==> src/rtl/sequenciador_instrucoes_if.sv <==
// Control bundle between the instruction sequencer and the datapath/IR it drives.
// master: the side that supplies Run/IR/G and observes the enables; slave: the sequencer.
interface sequenciador_instrucoes_if;
  logic        Run;
  logic [9:0]  Instrucao;
  logic [15:0] GRout;
  logic        IRin;
  logic [7:0]  Rin;
  logic [7:0]  Rout;
  logic        Ain;
  logic        Gin;
  logic        Gout;
  logic        DINout;
  logic [1:0]  Ulaop;
  logic        ADDRin;
  logic        AddrSel;
  logic        DOUTin;
  logic        W_D;
  logic        IncrPc;
  logic        Done;
  logic        Busy;
  logic [2:0]  Tstep;

  modport master (
    output Run, Instrucao, GRout,
    input  IRin, Rin, Rout, Ain, Gin, Gout, DINout, Ulaop, ADDRin, AddrSel, DOUTin, W_D,
    input  IncrPc, Done, Busy, Tstep
  );

  modport slave (
    input  Run, Instrucao, GRout,
    output IRin, Rin, Rout, Ain, Gin, Gout, DINout, Ulaop, ADDRin, AddrSel, DOUTin, W_D,
    output IncrPc, Done, Busy, Tstep
  );
endinterface

==> src/rtl/sequenciador_instrucoes.sv <==
// Multicycle processor control unit: steps fetch/execute and decodes every datapath enable
// from the current step and the IR contents.
module sequenciador_instrucoes #(
  parameter int unsigned MEM_LAT = 1
) (
  input logic                     Clock,
  input logic                     Reset,
  sequenciador_instrucoes_if.slave bus
);

  typedef enum logic {StIdle, StRun} state_t;

  localparam logic [2:0] LatW     = 3'(MEM_LAT);
  localparam logic [2:0] ExecStep = 3'(MEM_LAT + 2);

  state_t     state_q;
  logic [2:0] step_q;
  logic [2:0] k;
  logic [3:0] opcode;
  logic [7:0] rx_oh;
  logic [7:0] ry_oh;
  logic       done_c;

  assign opcode = bus.Instrucao[9:6];
  assign rx_oh  = 8'h80 >> bus.Instrucao[5:3];
  assign ry_oh  = 8'h80 >> bus.Instrucao[2:0];

  // Enables are decoded from the step register rather than registered themselves, because the
  // first execute step must see the IR value loaded by the preceding IRin.
  always_comb begin
    bus.IRin    = 1'b0;
    bus.Rin     = 8'h00;
    bus.Rout    = 8'h00;
    bus.Ain     = 1'b0;
    bus.Gin     = 1'b0;
    bus.Gout    = 1'b0;
    bus.DINout  = 1'b0;
    bus.Ulaop   = 2'b00;
    bus.ADDRin  = 1'b0;
    bus.AddrSel = 1'b0;
    bus.DOUTin  = 1'b0;
    bus.W_D     = 1'b0;
    bus.IncrPc  = 1'b0;
    done_c      = 1'b0;
    k           = step_q - ExecStep;
    if (state_q == StRun) begin
      if (step_q < ExecStep) begin
        bus.ADDRin = (step_q == 3'd0);
        bus.IncrPc = (step_q == 3'd1);
        bus.IRin   = (step_q == LatW + 3'd1);
      end else begin
        case (opcode)
          4'b0000: begin
            bus.Rout = ry_oh;
            bus.Rin  = rx_oh;
            done_c   = 1'b1;
          end
          4'b0001: begin
            if (k == 3'd0) begin
              bus.ADDRin = 1'b1;
            end else if (k <= LatW) begin
              bus.IncrPc = (k == 3'd1);
            end else begin
              bus.DINout = 1'b1;
              bus.Rin    = rx_oh;
              done_c     = 1'b1;
            end
          end
          4'b0010, 4'b0011: begin
            if (k == 3'd0) begin
              bus.Rout = rx_oh;
              bus.Ain  = 1'b1;
            end else if (k == 3'd1) begin
              bus.Rout  = ry_oh;
              bus.Gin   = 1'b1;
              bus.Ulaop = {1'b0, opcode[0]};
            end else begin
              bus.Gout = 1'b1;
              bus.Rin  = rx_oh;
              done_c   = 1'b1;
            end
          end
          4'b0100: begin
            if (k == 3'd0) begin
              bus.Rout    = ry_oh;
              bus.ADDRin  = 1'b1;
              bus.AddrSel = 1'b1;
            end else if (k > LatW) begin
              bus.DINout = 1'b1;
              bus.Rin    = rx_oh;
              done_c     = 1'b1;
            end
          end
          4'b0101: begin
            if (k == 3'd0) begin
              bus.Rout    = ry_oh;
              bus.ADDRin  = 1'b1;
              bus.AddrSel = 1'b1;
            end else if (k == 3'd1) begin
              bus.Rout   = rx_oh;
              bus.DOUTin = 1'b1;
            end else begin
              bus.W_D = 1'b1;
              done_c  = 1'b1;
            end
          end
          4'b0110: begin
            if (bus.GRout != 16'h0000) begin
              bus.Rout = ry_oh;
              bus.Rin  = rx_oh;
            end
            done_c = 1'b1;
          end
          default: done_c = 1'b1;
        endcase
      end
    end
    bus.Done  = done_c;
    bus.Busy  = (state_q == StRun);
    bus.Tstep = step_q;
  end

  always_ff @(posedge Clock) begin
    if (Reset) begin
      state_q <= StIdle;
      step_q  <= 3'd0;
    end else begin
      case (state_q)
        StIdle: begin
          step_q <= 3'd0;
          if (bus.Run) state_q <= StRun;
        end
        StRun: begin
          if (done_c) begin
            step_q  <= 3'd0;
            state_q <= bus.Run ? StRun : StIdle;
          end else begin
            step_q <= step_q + 3'd1;
          end
        end
        default: begin
          state_q <= StIdle;
          step_q  <= 3'd0;
        end
      endcase
    end
  end

endmodule

==> src/flat_wrapper.sv <==
// flat-port wrapper written by rule: the top's interface ports become plain ports
module sequenciador_instrucoes_flat 
#(
  parameter int unsigned MEM_LAT = 1
)
  (Clock, Reset, bus_Run, bus_Instrucao, bus_GRout, bus_IRin, bus_Rin, bus_Rout, bus_Ain, bus_Gin, bus_Gout, bus_DINout, bus_Ulaop, bus_ADDRin, bus_AddrSel, bus_DOUTin, bus_W_D, bus_IncrPc, bus_Done, bus_Busy, bus_Tstep);
  sequenciador_instrucoes_if bus_i ();
  input logic Clock;
  input logic Reset;
  input wire logic [$bits(bus_i.Run)-1:0] bus_Run;
  input wire logic [$bits(bus_i.Instrucao)-1:0] bus_Instrucao;
  input wire logic [$bits(bus_i.GRout)-1:0] bus_GRout;
  output wire logic [$bits(bus_i.IRin)-1:0] bus_IRin;
  output wire logic [$bits(bus_i.Rin)-1:0] bus_Rin;
  output wire logic [$bits(bus_i.Rout)-1:0] bus_Rout;
  output wire logic [$bits(bus_i.Ain)-1:0] bus_Ain;
  output wire logic [$bits(bus_i.Gin)-1:0] bus_Gin;
  output wire logic [$bits(bus_i.Gout)-1:0] bus_Gout;
  output wire logic [$bits(bus_i.DINout)-1:0] bus_DINout;
  output wire logic [$bits(bus_i.Ulaop)-1:0] bus_Ulaop;
  output wire logic [$bits(bus_i.ADDRin)-1:0] bus_ADDRin;
  output wire logic [$bits(bus_i.AddrSel)-1:0] bus_AddrSel;
  output wire logic [$bits(bus_i.DOUTin)-1:0] bus_DOUTin;
  output wire logic [$bits(bus_i.W_D)-1:0] bus_W_D;
  output wire logic [$bits(bus_i.IncrPc)-1:0] bus_IncrPc;
  output wire logic [$bits(bus_i.Done)-1:0] bus_Done;
  output wire logic [$bits(bus_i.Busy)-1:0] bus_Busy;
  output wire logic [$bits(bus_i.Tstep)-1:0] bus_Tstep;
  assign bus_i.Run = bus_Run;
  assign bus_i.Instrucao = bus_Instrucao;
  assign bus_i.GRout = bus_GRout;
  assign bus_IRin = bus_i.IRin;
  assign bus_Rin = bus_i.Rin;
  assign bus_Rout = bus_i.Rout;
  assign bus_Ain = bus_i.Ain;
  assign bus_Gin = bus_i.Gin;
  assign bus_Gout = bus_i.Gout;
  assign bus_DINout = bus_i.DINout;
  assign bus_Ulaop = bus_i.Ulaop;
  assign bus_ADDRin = bus_i.ADDRin;
  assign bus_AddrSel = bus_i.AddrSel;
  assign bus_DOUTin = bus_i.DOUTin;
  assign bus_W_D = bus_i.W_D;
  assign bus_IncrPc = bus_i.IncrPc;
  assign bus_Done = bus_i.Done;
  assign bus_Busy = bus_i.Busy;
  assign bus_Tstep = bus_i.Tstep;
  sequenciador_instrucoes #(.MEM_LAT(MEM_LAT)) u_core (.Clock(Clock), .Reset(Reset), .bus(bus_i));
endmodule
==> config.mk <==
export PLATFORM = sky130hd
export DESIGN_NAME = sequenciador_instrucoes_flat
export DESIGN_NICKNAME = d
export VERILOG_FILES = /design/src/rtl/sequenciador_instrucoes_if.sv /design/src/rtl/sequenciador_instrucoes.sv /design/src/flat_wrapper.sv
export SDC_FILE = /design/constraint.sdc
export NUM_CORES = 1
export LEC_CHECK = 0
export BUFFER_PORTS_ARGS = -buffer_cell sky130_fd_sc_hd__buf_2
export CAP_MARGIN = 20
export CORE_MARGIN = 3
export CORE_UTILIZATION = 42
export DETAILED_ROUTE_END_ITERATION = 16
export HOLD_SLACK_MARGIN = 0.08
export PLACE_DENSITY_LB_ADDON = 0.08
export SLEW_MARGIN = 10
export SYNTH_ARGS = -nofsm -noshare
export SYNTH_HDL_FRONTEND = slang
export SYNTH_SLANG_ARGS = --single-unit
export TNS_END_PERCENT = 20
==> constraint.sdc <==
create_clock -name Clock -period 2.2 [get_ports Clock]
set_input_delay 0.22 -clock Clock [delete_from_list [all_inputs] [get_ports Clock]]
set_output_delay 0.22 -clock Clock [all_outputs]
set_load 0.01 [all_outputs]
Yosys cells after proc, flatten, opt, wreduce, memory -nomap -nowiden --
Cells that the tools add are included. Widths: inputs -> output; s select.
Cells by class: mux-type cells 72, add/subtract/negate cells 2, reductions and logical operators 8, bitwise logic cells 1, equal/unequal tests 9, shift-type cells 2, magnitude comparators 3
Operators with widths (count):
- $mux 8 | 17
- $pmux 8 s5 | 2
- $mux 1 | 44
- $reduce_bool 16->1 | 1
- $shr 8x3->8 const A | 2
- $eq 4x3->1 const B | 3
- $eq 4x2->1 const B | 2
- $mux 2 | 4
- $eq 3x1->1 const B | 2
- $logic_not 3->1 | 2
- $pmux 3 s2 | 1
- $reduce_or 3->1 | 2
- $eq 4x1->1 const B | 1
- $logic_not 4->1 | 1
- $pmux 1 s2 | 2
- $reduce_or 2->1 | 2
- $add 3x1->3 const B | 1
- $eq 3x2->1 const B | 1
- $gt 3x1->1 const B | 1
- $le 3x1->1 const B | 1
- $lt 3x2->1 const B | 1
- $mux 3 | 1
- $pmux 1 s3 | 1
- $sub 3x2->3 const B | 1
- $not 1->1 | 1
Storage, ports and cells: logic and storage cells 99, input bits 29, register bits 4, output and inout bits 33

Depth between registers and ports, before layout --
Gate-level depths: netlist of the first run.
depth in word-level cells 9, mapped depth 6, gate-level depth less buffers 6

Least setup slack after synthesis of the first run --
OpenSTA, ideal clock, no wires.
kind register to output, from register u_core.step_q[0], in the netlist u_core.bus.Tstep[0], to output port bus_Rin[0], path slack 225 ps, data arrival time 1755 ps, buffers on the path 0, required time 1980 ps, stages on the path, launching flop included 7, path through dfxtp_1 -> inv_1 -> ha_1 -> nor2_1 -> nor2_1 -> a2bb2oi_2 -> a211oi_1
Between the ends: cells in the longest elaborated chain, start to end 7
RTL lines:
- start: declaration | RTL line sequenciador_instrucoes.sv:17 | logic [2:0] step_q;
- start signal: assignment | RTL line sequenciador_instrucoes.sv:138 | step_q <= step_q + 3'd1;
- $sub 3x2->3 * | RTL line sequenciador_instrucoes.sv:45 | k = step_q - ExecStep;
- named net u_core.k[0] | RTL line sequenciador_instrucoes.sv:18 | logic [2:0] k;
- $gt 3x1->1, or another cell as far along | RTL line sequenciador_instrucoes.sv:88 | end else if (k > LatW) begin
- $mux 8, on equally long branches | RTL line sequenciador_instrucoes.sv:88, sequenciador_instrucoes.sv:73, sequenciador_instrucoes.sv:61
- $mux 8, on equally long branches | RTL line sequenciador_instrucoes.sv:84, sequenciador_instrucoes.sv:70, sequenciador_instrucoes.sv:59
- $pmux 8 s5 * | RTL line sequenciador_instrucoes.sv:52 | case (opcode)
- $mux 8 * | RTL line sequenciador_instrucoes.sv:47 | if (step_q < ExecStep) begin
- $mux 8 * | RTL line sequenciador_instrucoes.sv:46 | if (state_q == StRun) begin
- end: declaration | RTL line flat_wrapper.sv:14 | output wire logic [$bits(bus_i.Rin)-1:0] bus_Rin;
Mark *: on every way through the listed nets, which the timed path passes. The rest lies on a longest branch.

Worst setup path after layout of the first run --
from register u_core.step_q[0], in the netlist u_core.bus.Tstep[0], to output port bus_Rout[4]
Between the ends: cells in the longest elaborated chain, start to end 7
RTL lines:
- $sub 3x2->3 | RTL line sequenciador_instrucoes.sv:45
- $eq 3x1->1 | RTL line sequenciador_instrucoes.sv:73, sequenciador_instrucoes.sv:99
- $mux 8, on equally long branches | RTL line sequenciador_instrucoes.sv:99, sequenciador_instrucoes.sv:73
- $mux 8, on equally long branches | RTL line sequenciador_instrucoes.sv:95, sequenciador_instrucoes.sv:70
- $pmux 8 s5 | RTL line sequenciador_instrucoes.sv:52
- $mux 8 * | RTL line sequenciador_instrucoes.sv:47
- $mux 8 * | RTL line sequenciador_instrucoes.sv:46
- end: declaration | RTL line flat_wrapper.sv:15 | output wire logic [$bits(bus_i.Rout)-1:0] bus_Rout;
Mark *: on every way between the ends. The rest lies on a longest branch, timed or not.

==> metrics.json, run 1 <==
{
  "floorplanning": {
    "die_width_um": 53.0,
    "initial_core_util": 0.459,
    "floorplan.io_pins": 62,
    "coreArea_sq_mm": 0.00202,
    "full_die_area_sq_mm": 0.00281,
    "fp.dieH_um": 53.0,
    "std_cell_rows": 16
  },
  "timing": {
    "finalMaxSlewViolations": 0,
    "fin_crit_sh": 0.969,
    "final_hold_viol_count": 0,
    "grt_setup_unrepaired": "yes",
    "relSlewSlack": 0.610,
    "maxClockFrequency_ghz": 0.469,
    "worst-slew-pin-transition_ns": 0.580,
    "setup-violations-final": 0,
    "skew_ns": 0.00514,
    "timing.hold.ws_ns": 0.204,
    "final_critical_path_setup_slack_ns": 0.0678,
    "finalCriticalPeriod_ns": 2.13
  },
  "route": {
    "detailroute.via_count": 1224,
    "detail_route.wl_per_cell_um": 14.2,
    "route.final.wire_length_um": 2980,
    "drt_drc_violations_left": 0,
    "vias_per_cell": 5.83,
    "antenna_left": 0,
    "first_pass_iters": 4,
    "first_iter_violations": 34
  },
  "clock_network": {
    "clock_insertion_delay_at_the_later_pin_of_the_skew_report_ns": 0.23,
    "post_cts_hold_buffer_count": 0,
    "cts.sink_count": 4,
    "cts_buf_count": 3,
    "clockBufferDepth": 2,
    "cts_h_tree_lvls": 1,
    "tritoncts": "done",
    "path_clk_slew_ns": 0.04,
    "cts.root.buffer_cell": "sky130_fd_sc_hd__clkbuf_4"
  },
  "critical_path": {
    "path_class": "flip-flop to output pin",
    "worst_reg_to_reg_path_cell_count": 7,
    "worst_setup_path_start_kind": "flip-flop",
    "setup.worst_path.end_class": "output pin",
    "critPathMaxFanout": 8,
    "crit_arrival_ns": 1.91,
    "cp.required_ns": 1.98
  },
  "synthesis": {
    "async_reset_ff_frac": 0,
    "syn-mean-instance-area_sq_um": 7.80,
    "synth-seq-cells": 4,
    "syn-cell-area_sq_um": 928,
    "synth_edf_count": 0,
    "synth_cells": 119,
    "synthFlopType": "sky130_fd_sc_hd__dfxtp_1",
    "synth-seq-area-share": 0.0863,
    "post_synth_num_cell_types": 46,
    "syn-num-nets": 153,
    "synthesis.yosys.warnings": 0
  },
  "run_status": {
    "outcome": "complete, no violations"
  },
  "global_routing": {
    "via_count_of_the_first_global_routing_pass": 1042,
    "globalRouteTotalUtil": 0.224,
    "number_of_antenna_violations_at_the_first_check_in_global_routing": 0,
    "maximum_number_of_pins_on_one_net_before_global_route_repair": 14,
    "grt_pass1_wl_um": 4780,
    "aggregate_global_routing_overflow": 0
  },
  "final_layout": {
    "diodes": 0,
    "layout-drive-gt1-share": 0.514,
    "nets": 219,
    "fillers": 173,
    "register_area_sq_um": 82.6,
    "layout-area-overhead-vs-synth_pct": 49.6,
    "fin_util": 0.687,
    "multi_input_comb_area_sq_um": 875
  },
  "pwr": {
    "pwr_density_cell_mw_per_mm2": 222,
    "p_leak_nw": 0.559,
    "largest_vdd_supply_drop_mv": 0.296,
    "power_uw": 308
  },
  "min_path": {
    "worstHoldPathCells": 2,
    "hold_path.class": "input port to flip-flop"
  },
  "placement": {
    "dp_hpwl_um": 2230,
    "gpl.final_weighted_congestion": 0.823,
    "detailedPlace.worstSlack_ns": 0.116,
    "port_buffers": 60
  },
  "run": {
    "cap_viol_max_count": 0
  }
}
-- cells in the final DEF, fill, tap and decap left out, drive strengths merged, types with 3 or more instances in the layout --
master,netlist,routed
nor2,9,9
xnor2,3,3
inv,5,5
nor4b,4,4
a211oi,11,11
nand2,8,8
clkbuf,1,3
nand2b,8,8
dfxtp,4,4
nor3,7,7
o32ai,5,5
o22ai,4,4
buf,5,67
nor2b,3,3
ha,5,5
nor4,8,8
-- Yosys cell counts, drive strengths merged (3+ instances only) --
master	count	area (sq um)
a211oi	11	100
buf	5	36.3
dfxtp	4	80.1
ha	5	62.6
inv	5	18.8
nand2	8	30.0
nand2b	8	52.6
nor2	9	33.8
nor2b	3	18.8
nor3	7	35.0
nor4	8	56.3
nor4b	4	35.0
o22ai	4	25.0
o32ai	5	62.6
xnor2	3	45.1
-- through the flow --
step | setup TNS, ns | cells | area (sq um)
CTS | 0 | 210 | 1340
global placement | 0 | 204 | 1250
floorplan | 0 | 119 | 928
detailed placement | 0 | 204 | 1250
finish | 0 | 210 | 1390
global route | -0.477 | 210 | 1390
-- sequential cells by signal (all words and copies together) (netlist names) --
signal,count
u_core.bus.Busy,1
u_core.bus.Tstep,3
-- final cells by class --
| type | count | share of cell area |
|---|---|---|
| sequential | 4 | 0.0595 |
| clock buffer | 3 | 0.0162 |
| timing repair buffer | 67 | 0.257 |
| inverter | 5 | 0.0135 |
| multi-input combinational | 104 | 0.630 |
| tap | 27 | 0.0243 |
-- critical path, cell delays in order, from the launching register on --
cell                       delay [ns]
sky130_fd_sc_hd__dfxtp_2         0.35
sky130_fd_sc_hd__ha_2            0.21
sky130_fd_sc_hd__xnor2_2         0.20
sky130_fd_sc_hd__buf_6           0.17
sky130_fd_sc_hd__a211oi_2        0.05
sky130_fd_sc_hd__a211oi_4        0.37
sky130_fd_sc_hd__o22ai_1         0.15
sky130_fd_sc_hd__buf_2           0.17
-- cells by family (layout without fill, tap and decap cells) --
logic type / after synthesis / in the layout / synth area share
AND/OR/NAND/NOR: 62 / 62 / 0.403
other: 1 / 1 / 0.00404
flip-flops: 4 / 4 / 0.0863
XOR/XNOR: 3 / 3 / 0.0485
AO/OA/AOI/OAI: 33 / 33 / 0.327
adder cells (fa/ha/maj): 5 / 5 / 0.0674
buffers and inverters: 11 / 75 / 0.0633
-- power breakdown --
group	switching, mW	internal [mW]	leakage (nW)	total (mW)
clock	0.0280	0.0608	0.0138	0.0889
sequential	0.00354	0.0761	0.0336	0.0796
combinational	0.0793	0.0600	0.511	0.139
-- worst paths after layout --
| check | endpoint | start | slack (ns) |
|---|---|---|---|
| min reg2reg | u_core.bus.Tstep[0] | u_core.bus.Tstep[0] | 0.51 |
| max | bus_Rout[4] | u_core.bus.Tstep[0] | 0.07 |
| max reg2reg | u_core.bus.Tstep[2] | u_core.bus.Tstep[0] | 0.28 |
| min | u_core.bus.Tstep[0] | Reset | 0.20 |
-- repair_timing --
action,in CTS,in global routing
endpoints found under the setup margin,16,21
pin swaps,2,3
setup buffers,3,1
resized for setup,8,9
-- layer usage --
layer,wire (um),track usage,share of wire
met5,0,0,0
met3,294,0.0254,0.099
met2,1410,0.357,0.47
met4,42,0.0979,0.014
met1,1230,0.299,0.41
Note: power is estimated with default switching activity, not from simulation.
==> inputs of run 2 (changes only) <==
Settings changed: ABC_CLOCK_PERIOD_IN_PS set to 2700, CORE_UTILIZATION 42 to 45.
Clock period 2.2 ns to 2.7 ns, I/O delays scaled along.
==> metrics.json, run 2 (synthesized netlist as in run 1, its figures left out) <==
{
  "run_status": {
    "outcome": "complete, no violations"
  },
  "global_routing": {
    "globalRouteTotalUtil": {"value": 0.210, "change": "-0.0137"},
    "aggregate_global_routing_overflow": {"value": 0, "change": "unchanged"},
    "via_count_of_the_first_global_routing_pass": {"value": 1024, "change": "-1.7%"},
    "number_of_antenna_violations_at_the_first_check_in_global_routing": {"value": 0, "change": "unchanged"},
    "maximum_number_of_pins_on_one_net_before_global_route_repair": {"value": 14, "change": "unchanged"},
    "grt_pass1_wl": {"value": 4380, "unit": "um", "change": "-8.4%"}
  },
  "critical_path": {
    "cp_launch_point": "u_core.bus.Tstep[0]",
    "critPathMaxFanout": {"value": 8, "change": "unchanged"},
    "r2r_slack": {"value": 0.68, "unit": "ns", "change": "+0.40 ns"},
    "setup.worst_path.end_class": "output pin",
    "crit_arrival": {"value": 2.22, "unit": "ns", "change": "+0.31 ns"},
    "worst_setup_path_start_kind": "flip-flop",
    "path_class": "flip-flop to output pin",
    "cp.required": {"value": 2.43, "unit": "ns", "change": "+0.45 ns"},
    "r2r-end": "u_core.bus.Tstep[2]",
    "worst_reg_to_reg_path_cell_count": {"value": 6, "change": "-1"},
    "r2r_start": "u_core.bus.Tstep[0]"
  },
  "timing": {
    "finalCriticalPeriod_ns": 2.49,
    "timing.hold.ws": {"value": 0.256, "unit": "ns", "change": "+0.0520 ns"},
    "grt_setup_unrepaired": "no",
    "setup-violations-final": {"value": 0, "change": "unchanged"},
    "final_hold_viol_count": {"value": 0, "change": "unchanged"},
    "finalMaxSlewViolations": {"value": 0, "change": "unchanged"},
    "worst-slew-pin-transition": {"value": 0.537, "unit": "ns", "change": "-0.0422 ns"},
    "totalNegativeSetupSlack": {"value": 0, "unit": "ns", "change": "unchanged"},
    "skew": {"value": 0.0107, "unit": "ns", "change": "+0.00554 ns"},
    "maxClockFrequency_ghz": 0.401,
    "fin_crit_sh": 0.924,
    "relSlewSlack": {"value": 0.642, "change": "+0.0317"}
  },
  "final_layout": {
    "diodes": {"value": 0, "change": "unchanged"},
    "fin_util": {"value": 0.693, "change": "+0.00632"},
    "register_area": {"value": 80.1, "unit": "sq um", "change": "-3.0%"},
    "mostFrequentLayoutCell": "sky130_fd_sc_hd__buf_2",
    "multi_input_comb_area": {"value": 815, "unit": "sq um", "change": "-6.9%"},
    "fillers": {"value": 159, "change": "-8.1%"},
    "layout-drive-gt1-share": {"value": 0.435, "change": "-0.0786"},
    "layout-area-overhead-vs-synth_pct": 37.3,
    "number_of_flip_flops_in_the_largest_register": {"value": 3, "change": "unchanged"},
    "final_cells": {"value": 202, "change": "-3.8%"},
    "nets": {"value": 213, "change": "-2.7%"},
    "most-common-layout-cells": "sky130_fd_sc_hd__buf_2, sky130_fd_sc_hd__nor2_1, sky130_fd_sc_hd__a211oi_1"
  },
  "route": {
    "route.final.wire_length": {"value": 3000, "unit": "um", "change": "+0.74%"},
    "antenna_left": {"value": 0, "change": "unchanged"},
    "first_pass_iters": {"value": 4, "change": "unchanged"},
    "first_iter_violations": {"value": 41, "change": "+21%"},
    "detailroute.via_count": {"value": 1176, "change": "-3.9%"},
    "drt_drc_violations_left": {"value": 0, "change": "unchanged"},
    "detail_route.wl_per_cell": {"value": 14.9, "unit": "um", "change": "+4.7%"},
    "vias_per_cell": {"value": 5.82, "change": "-0.12%"}
  },
  "clock_network": {
    "clock_insertion_delay_at_the_later_pin_of_the_skew_report": {"value": 0.24, "unit": "ns", "change": "about the same"},
    "tritoncts": "done",
    "cts_buf_count": {"value": 3, "change": "unchanged"},
    "cts.sink_count": {"value": 4, "change": "unchanged"},
    "path_clk_slew": {"value": 0.05, "unit": "ns", "change": "about the same"},
    "cts_h_tree_lvls": {"value": 1, "change": "unchanged"},
    "clockBufferDepth": {"value": 2, "change": "unchanged"},
    "cts.root.buffer_cell": "sky130_fd_sc_hd__clkbuf_4"
  },
  "run": {
    "cap_viol_max_count": {"value": 0, "change": "unchanged"}
  },
  "min_path": {
    "worst_hold_startpoint": "Reset",
    "hold_path.class": "input port to flip-flop",
    "min_to": "u_core.bus.Tstep[0]",
    "worstHoldPathCells": {"value": 2, "change": "unchanged"}
  },
  "floorplanning": {
    "std_cell_rows": {"value": 15, "change": "-1"},
    "die_width": {"value": 51.4, "unit": "um", "change": "-3.0%"},
    "fp.dieH": {"value": 51.4, "unit": "um", "change": "-3.0%"},
    "full_die_area": {"value": 0.00264, "unit": "sq mm", "change": "-5.9%"},
    "floorplan.io_pins": {"value": 62, "change": "unchanged"},
    "coreArea": {"value": 0.00184, "unit": "sq mm", "change": "-9.0%"},
    "initial_core_util": {"value": 0.505, "change": "+0.0456"}
  },
  "pwr": {
    "largest_vdd_supply_drop": {"value": 0.222, "unit": "mV", "change": "-25%"},
    "pwr_density_cell": {"value": 192, "unit": "mW/mm^2", "change": "-13%"},
    "p_leak": {"value": 0.527, "unit": "nW", "change": "-5.7%"}
  },
  "placement": {
    "dp_hpwl": {"value": 2320, "unit": "um", "change": "+3.8%"},
    "port_buffers": {"value": 60, "change": "unchanged"},
    "gpl.final_weighted_congestion": {"value": 0.859, "change": "+4.3%"},
    "post-place-cells": {"value": 198, "change": "-2.9%"}
  }
}
==> run 2: stage by stage <==
stage          area, sq um  setup slack (ns)  power, mW
3_5_place_dp          1220             0.126      0.165
6_report              1270             0.206      0.245
4_1_cts               1250             0.185      0.241
2_1_floorplan          928             0.675      0.129
3_3_place_gp          1220             0.241      0.163
5_1_grt               1270            0.0366      0.264
==> run 2: critical path: stages, from the launching register on <==
cell                        delay [ns]
sky130_fd_sc_hd__dfxtp_1          0.48
sky130_fd_sc_hd__inv_1            0.11
sky130_fd_sc_hd__ha_1             0.28
sky130_fd_sc_hd__nor2_1           0.33
sky130_fd_sc_hd__nor2_1           0.14
sky130_fd_sc_hd__a2bb2oi_2        0.23
sky130_fd_sc_hd__a211oi_1         0.23
sky130_fd_sc_hd__buf_2            0.17
==> run 2: how the worst max path moves through the flow <==
| stage | end | cells after the start |
|---|---|---|
| 5_1_grt | bus_Rin[6] | 7 |
| 6_report | bus_Rin[6] | 7 |
| 3_3_place_gp | bus_Rout[6] | 6 |
| 3_5_place_dp | bus_Rout[6] | 6 |
| 4_1_cts | bus_Rout[6] | 6 |
| 2_1_floorplan | bus_Rin[0] | 6 |
==> run 2: cell type report <==
| cell class | count | area share |
|---|---|---|
| Multi-Input combinational cell | 104 | 0.639 |
| Tap cell | 25 | 0.0245 |
| Sequential cell | 4 | 0.0628 |
| Clock buffer | 3 | 0.0177 |
| Inverter | 5 | 0.0147 |
| Timing Repair Buffer | 61 | 0.241 |
==> run 2: layer usage <==
layer / track usage / wire length (um) / up-vias
li1: - / - / 583
met1: 0.263 / 1240 / 538
met2: 0.377 / 1550 / 55
met3: 0.0350 / 214 / 0
met4: 0.0349 / 0 / 0
met5: 0 / 0 / -
==> run 2: power breakdown <==
part | switching, mW | internal, mW | total (mW)
logic | 0.0584 | 0.0422 | 0.101
clock network | 0.0281 | 0.0500 | 0.0781
registers | 0.00509 | 0.0616 | 0.0667
total | 0.0917 | 0.154 | 0.245
==> run 2: what timing repair did <==
item,in CTS,in global routing
gates resized for setup,1,2
pin swaps,0,0
hold buffers,0,0
cloned,0,0
setup endpoints to repair,16,8
setup buffers,0,0
==> inputs of run 3 (changes only) <==
Settings changed: MAX_ROUTING_LAYER set to met4.
==> metrics.json, run 3 (synthesized netlist as in run 1, its figures left out) <==
{
  "global_routing": {
    "maximum_number_of_pins_on_one_net_before_global_route_repair": {"value": 14, "change": "unchanged"},
    "globalRouteTotalUtil": {"value": 0.212, "change": "+0.00149"},
    "number_of_antenna_violations_at_the_first_check_in_global_routing": {"value": 0, "change": "unchanged"},
    "grt_pass1_wl": {"value": 4350, "unit": "um", "change": "-0.64%"},
    "aggregate_global_routing_overflow": {"value": 0, "change": "unchanged"},
    "via_count_of_the_first_global_routing_pass": {"value": 1022, "change": "-0.20%"}
  },
  "placement": {
    "dp_hpwl": {"value": 2250, "unit": "um", "change": "-3.1%"},
    "port_buffers": {"value": 60, "change": "unchanged"},
    "gpl.final_weighted_congestion": {"value": 0.892, "change": "+3.8%"},
    "detailedPlace.worstSlack": {"value": 0.157, "unit": "ns", "change": "+0.0314 ns"}
  },
  "min_path": {
    "hold_path.class": "input port to flip-flop",
    "worst_hold_startpoint": "Reset",
    "worstHoldPathCells": {"value": 2, "change": "unchanged"}
  },
  "final_layout": {
    "most-common-layout-cells": "sky130_fd_sc_hd__buf_2, sky130_fd_sc_hd__nor2_1, sky130_fd_sc_hd__a211oi_1",
    "layout-area-overhead-vs-synth_pct": 34.6,
    "diodes": {"value": 0, "change": "unchanged"},
    "fillers": {"value": 170, "change": "+6.9%"},
    "number_of_flip_flops_in_the_largest_register": {"value": 3, "change": "unchanged"},
    "fin_util": {"value": 0.680, "change": "-0.0136"},
    "mostFrequentLayoutCell": "sky130_fd_sc_hd__buf_2",
    "nets": {"value": 212, "change": "-0.47%"},
    "layout-drive-gt1-share": {"value": 0.426, "change": "-0.00889"}
  },
  "route": {
    "detail_route.wl_per_cell": {"value": 13.7, "unit": "um", "change": "-7.6%"},
    "route.final.wire_length": {"value": 2760, "unit": "um", "change": "-8.1%"},
    "first_pass_iters": {"value": 5, "change": "+1"},
    "antenna_left": {"value": 0, "change": "unchanged"},
    "vias_per_cell": {"value": 5.74, "change": "-1.4%"},
    "drt_drc_violations_left": {"value": 0, "change": "unchanged"},
    "first_iter_violations": {"value": 28, "change": "-32%"},
    "detailroute.via_count": {"value": 1154, "change": "-1.9%"}
  },
  "run_status": {
    "outcome": "complete, no violations"
  },
  "pwr": {
    "power": {"value": 240, "unit": "uW", "change": "-2.3%"},
    "power.switching_fraction": {"value": 0.361, "change": "-0.0130"},
    "internal-power": {"value": 153, "unit": "uW", "change": "-0.28%"},
    "total_switching_power": {"value": 86.4, "unit": "uW", "change": "-5.7%"},
    "power.share.clock": {"value": 0.309, "change": "-0.009"},
    "p_leak": {"value": 0.521, "unit": "nW", "change": "-1.1%"},
    "comb_power_share": {"value": 0.413, "change": "+0.003"},
    "pwr_density_cell": {"value": 192, "unit": "mW/mm^2", "change": "-0.34%"},
    "largest_vdd_supply_drop": {"value": 0.388, "unit": "mV", "change": "+75%"},
    "p_seq_frac": {"value": 0.278, "change": "+0.006"}
  },
  "timing": {
    "totalNegativeSetupSlack": {"value": 0, "unit": "ns", "change": "unchanged"},
    "skew": {"value": 0.00323, "unit": "ns", "change": "-0.00746 ns"},
    "final_hold_viol_count": {"value": 0, "change": "unchanged"},
    "worst-slew-pin-transition": {"value": 1.08, "unit": "ns", "change": "+0.544 ns"},
    "setup-violations-final": {"value": 0, "change": "unchanged"},
    "maxClockFrequency": {"value": 0.398, "unit": "GHz", "change": "-0.85%"},
    "finalMaxSlewViolations": {"value": 0, "change": "unchanged"},
    "grt_setup_unrepaired": "no",
    "final_critical_path_setup_slack": {"value": 0.185, "unit": "ns", "change": "-0.0214 ns"},
    "fin_crit_sh": {"value": 0.932, "change": "+0.00793"},
    "relSlewSlack": {"value": 0.279, "change": "-0.362"},
    "finalCriticalPeriod": {"value": 2.52, "unit": "ns", "change": "+0.0214 ns"}
  },
  "critical_path": {
    "crit_arrival": {"value": 2.25, "unit": "ns", "change": "+0.03 ns"},
    "path_class": "flip-flop to output pin",
    "crit_path_cell_trace": "ha_1 -> xnor2_2 -> a211oi_1 -> a211oi_2 -> o22ai_1 -> buf_2",
    "critPathMaxFanout": {"value": 11, "change": "+3"},
    "critical_path.max_stage_delay": {"value": 0.49, "unit": "ns", "change": "about the same"},
    "setup.worst_path.end_class": "output pin",
    "cp_launch_point": "u_core.bus.Tstep[0]",
    "slowest_stage": "sky130_fd_sc_hd__xnor2_2",
    "r2r_slack": {"value": 0.78, "unit": "ns", "change": "+0.10 ns"},
    "worst_reg_to_reg_path_cell_count": {"value": 6, "change": "unchanged"},
    "cp.required": {"value": 2.43, "unit": "ns", "change": "about the same"},
    "worst_setup_path_start_kind": "flip-flop",
    "r2r_start": "u_core.bus.Tstep[0]"
  },
  "clock_network": {
    "post-cts-setup-buffer-count": {"value": 0, "change": "unchanged"},
    "clock_insertion_delay_at_the_later_pin_of_the_skew_report": {"value": 0.23, "unit": "ns", "change": "about the same"},
    "cts_buf_count": {"value": 3, "change": "unchanged"},
    "clockBufferDepth": {"value": 2, "change": "unchanged"},
    "tritoncts": "done",
    "post_cts_hold_buffer_count": {"value": 0, "change": "unchanged"},
    "cts_h_tree_lvls": {"value": 1, "change": "unchanged"},
    "cts.root.buffer_cell": "sky130_fd_sc_hd__clkbuf_4",
    "path_clk_slew": {"value": 0.04, "unit": "ns", "change": "about the same"},
    "cts.sink_count": {"value": 4, "change": "unchanged"}
  },
  "floorplanning": {
    "full_die_area": {"value": 0.00264, "unit": "sq mm", "change": "unchanged"},
    "floorplan.io_pins": {"value": 62, "change": "unchanged"},
    "fp.dieH": {"value": 51.4, "unit": "um", "change": "unchanged"},
    "std_cell_rows": {"value": 15, "change": "unchanged"},
    "die_width": {"value": 51.4, "unit": "um", "change": "unchanged"},
    "initial_core_util": {"value": 0.505, "change": "unchanged"},
    "coreArea": {"value": 0.00184, "unit": "sq mm", "change": "unchanged"}
  },
  "run": {
    "cap_viol_max_count": {"value": 0, "change": "unchanged"}
  }
}
==> run 3: final timing paths <==
| kind | to |
|---|---|
| worst min-delay path | u_core.bus.Tstep[2] |
| worst max register to register | u_core.bus.Tstep[0] |
| worst max-delay path | bus_Rout[6] |
| worst min register to register | u_core.bus.Tstep[1] |
==> run 3: layout make-up <==
cell class              count  area, sq um  share of cell area
clock buffers               3         22.5              0.0180
inverters                   5         18.8              0.0150
multi-input cells         104          797               0.638
flip-flops and latches      4         80.1              0.0641
well taps                  25         31.3              0.0250
repair buffers             60          300               0.240
==> run 3: power by group through the flow <==
stage | registers (mW) | clock network (mW) | logic, mW
after floorplan | 0.0674 | 0 | 0.0619
after global placement | 0.0670 | 0 | 0.0957
after detailed placement | 0.0675 | 0 | 0.0979
after CTS | 0.0666 | 0.0755 | 0.0985
after global routing | 0.0674 | 0.0838 | 0.108
final | 0.0665 | 0.0741 | 0.0991
==> run 3: critical path, delay by kind of cell, from the launching register on <==
kind                     cells  cell delay, ns
XOR/XNOR                     1            0.49
AO/OA/AOI/OAI                3            0.72
adder cells (fa/ha/maj)      1            0.26
flip-flops                   1            0.38
buffers and inverters        1            0.17
==> run 3: what timing repair did <==
item                                    in CTS  in global routing
resized for setup                            1                  0
endpoints found under the setup margin      16                  0
hold endpoints to repair                     0                  0
==> run 3: metrics by stage <==
step           std cells  hold slack, ns  area, sq um
2_1_floorplan        119           0.347          928
3_5_place_dp         198           0.492         1220
4_1_cts              201           0.247         1250
5_1_grt              201           0.260         1250
3_3_place_gp         198           0.488         1220
6_report             201           0.253         1250
==> run 3: per-layer routing <==
layer	vias to the layer above	track usage	wire, um
met5	-	-	0
met4	0	0.0393	4
met3	2	0.0262	166
met2	44	0.350	1380
met1	525	0.278	1210
li1	583	-	-
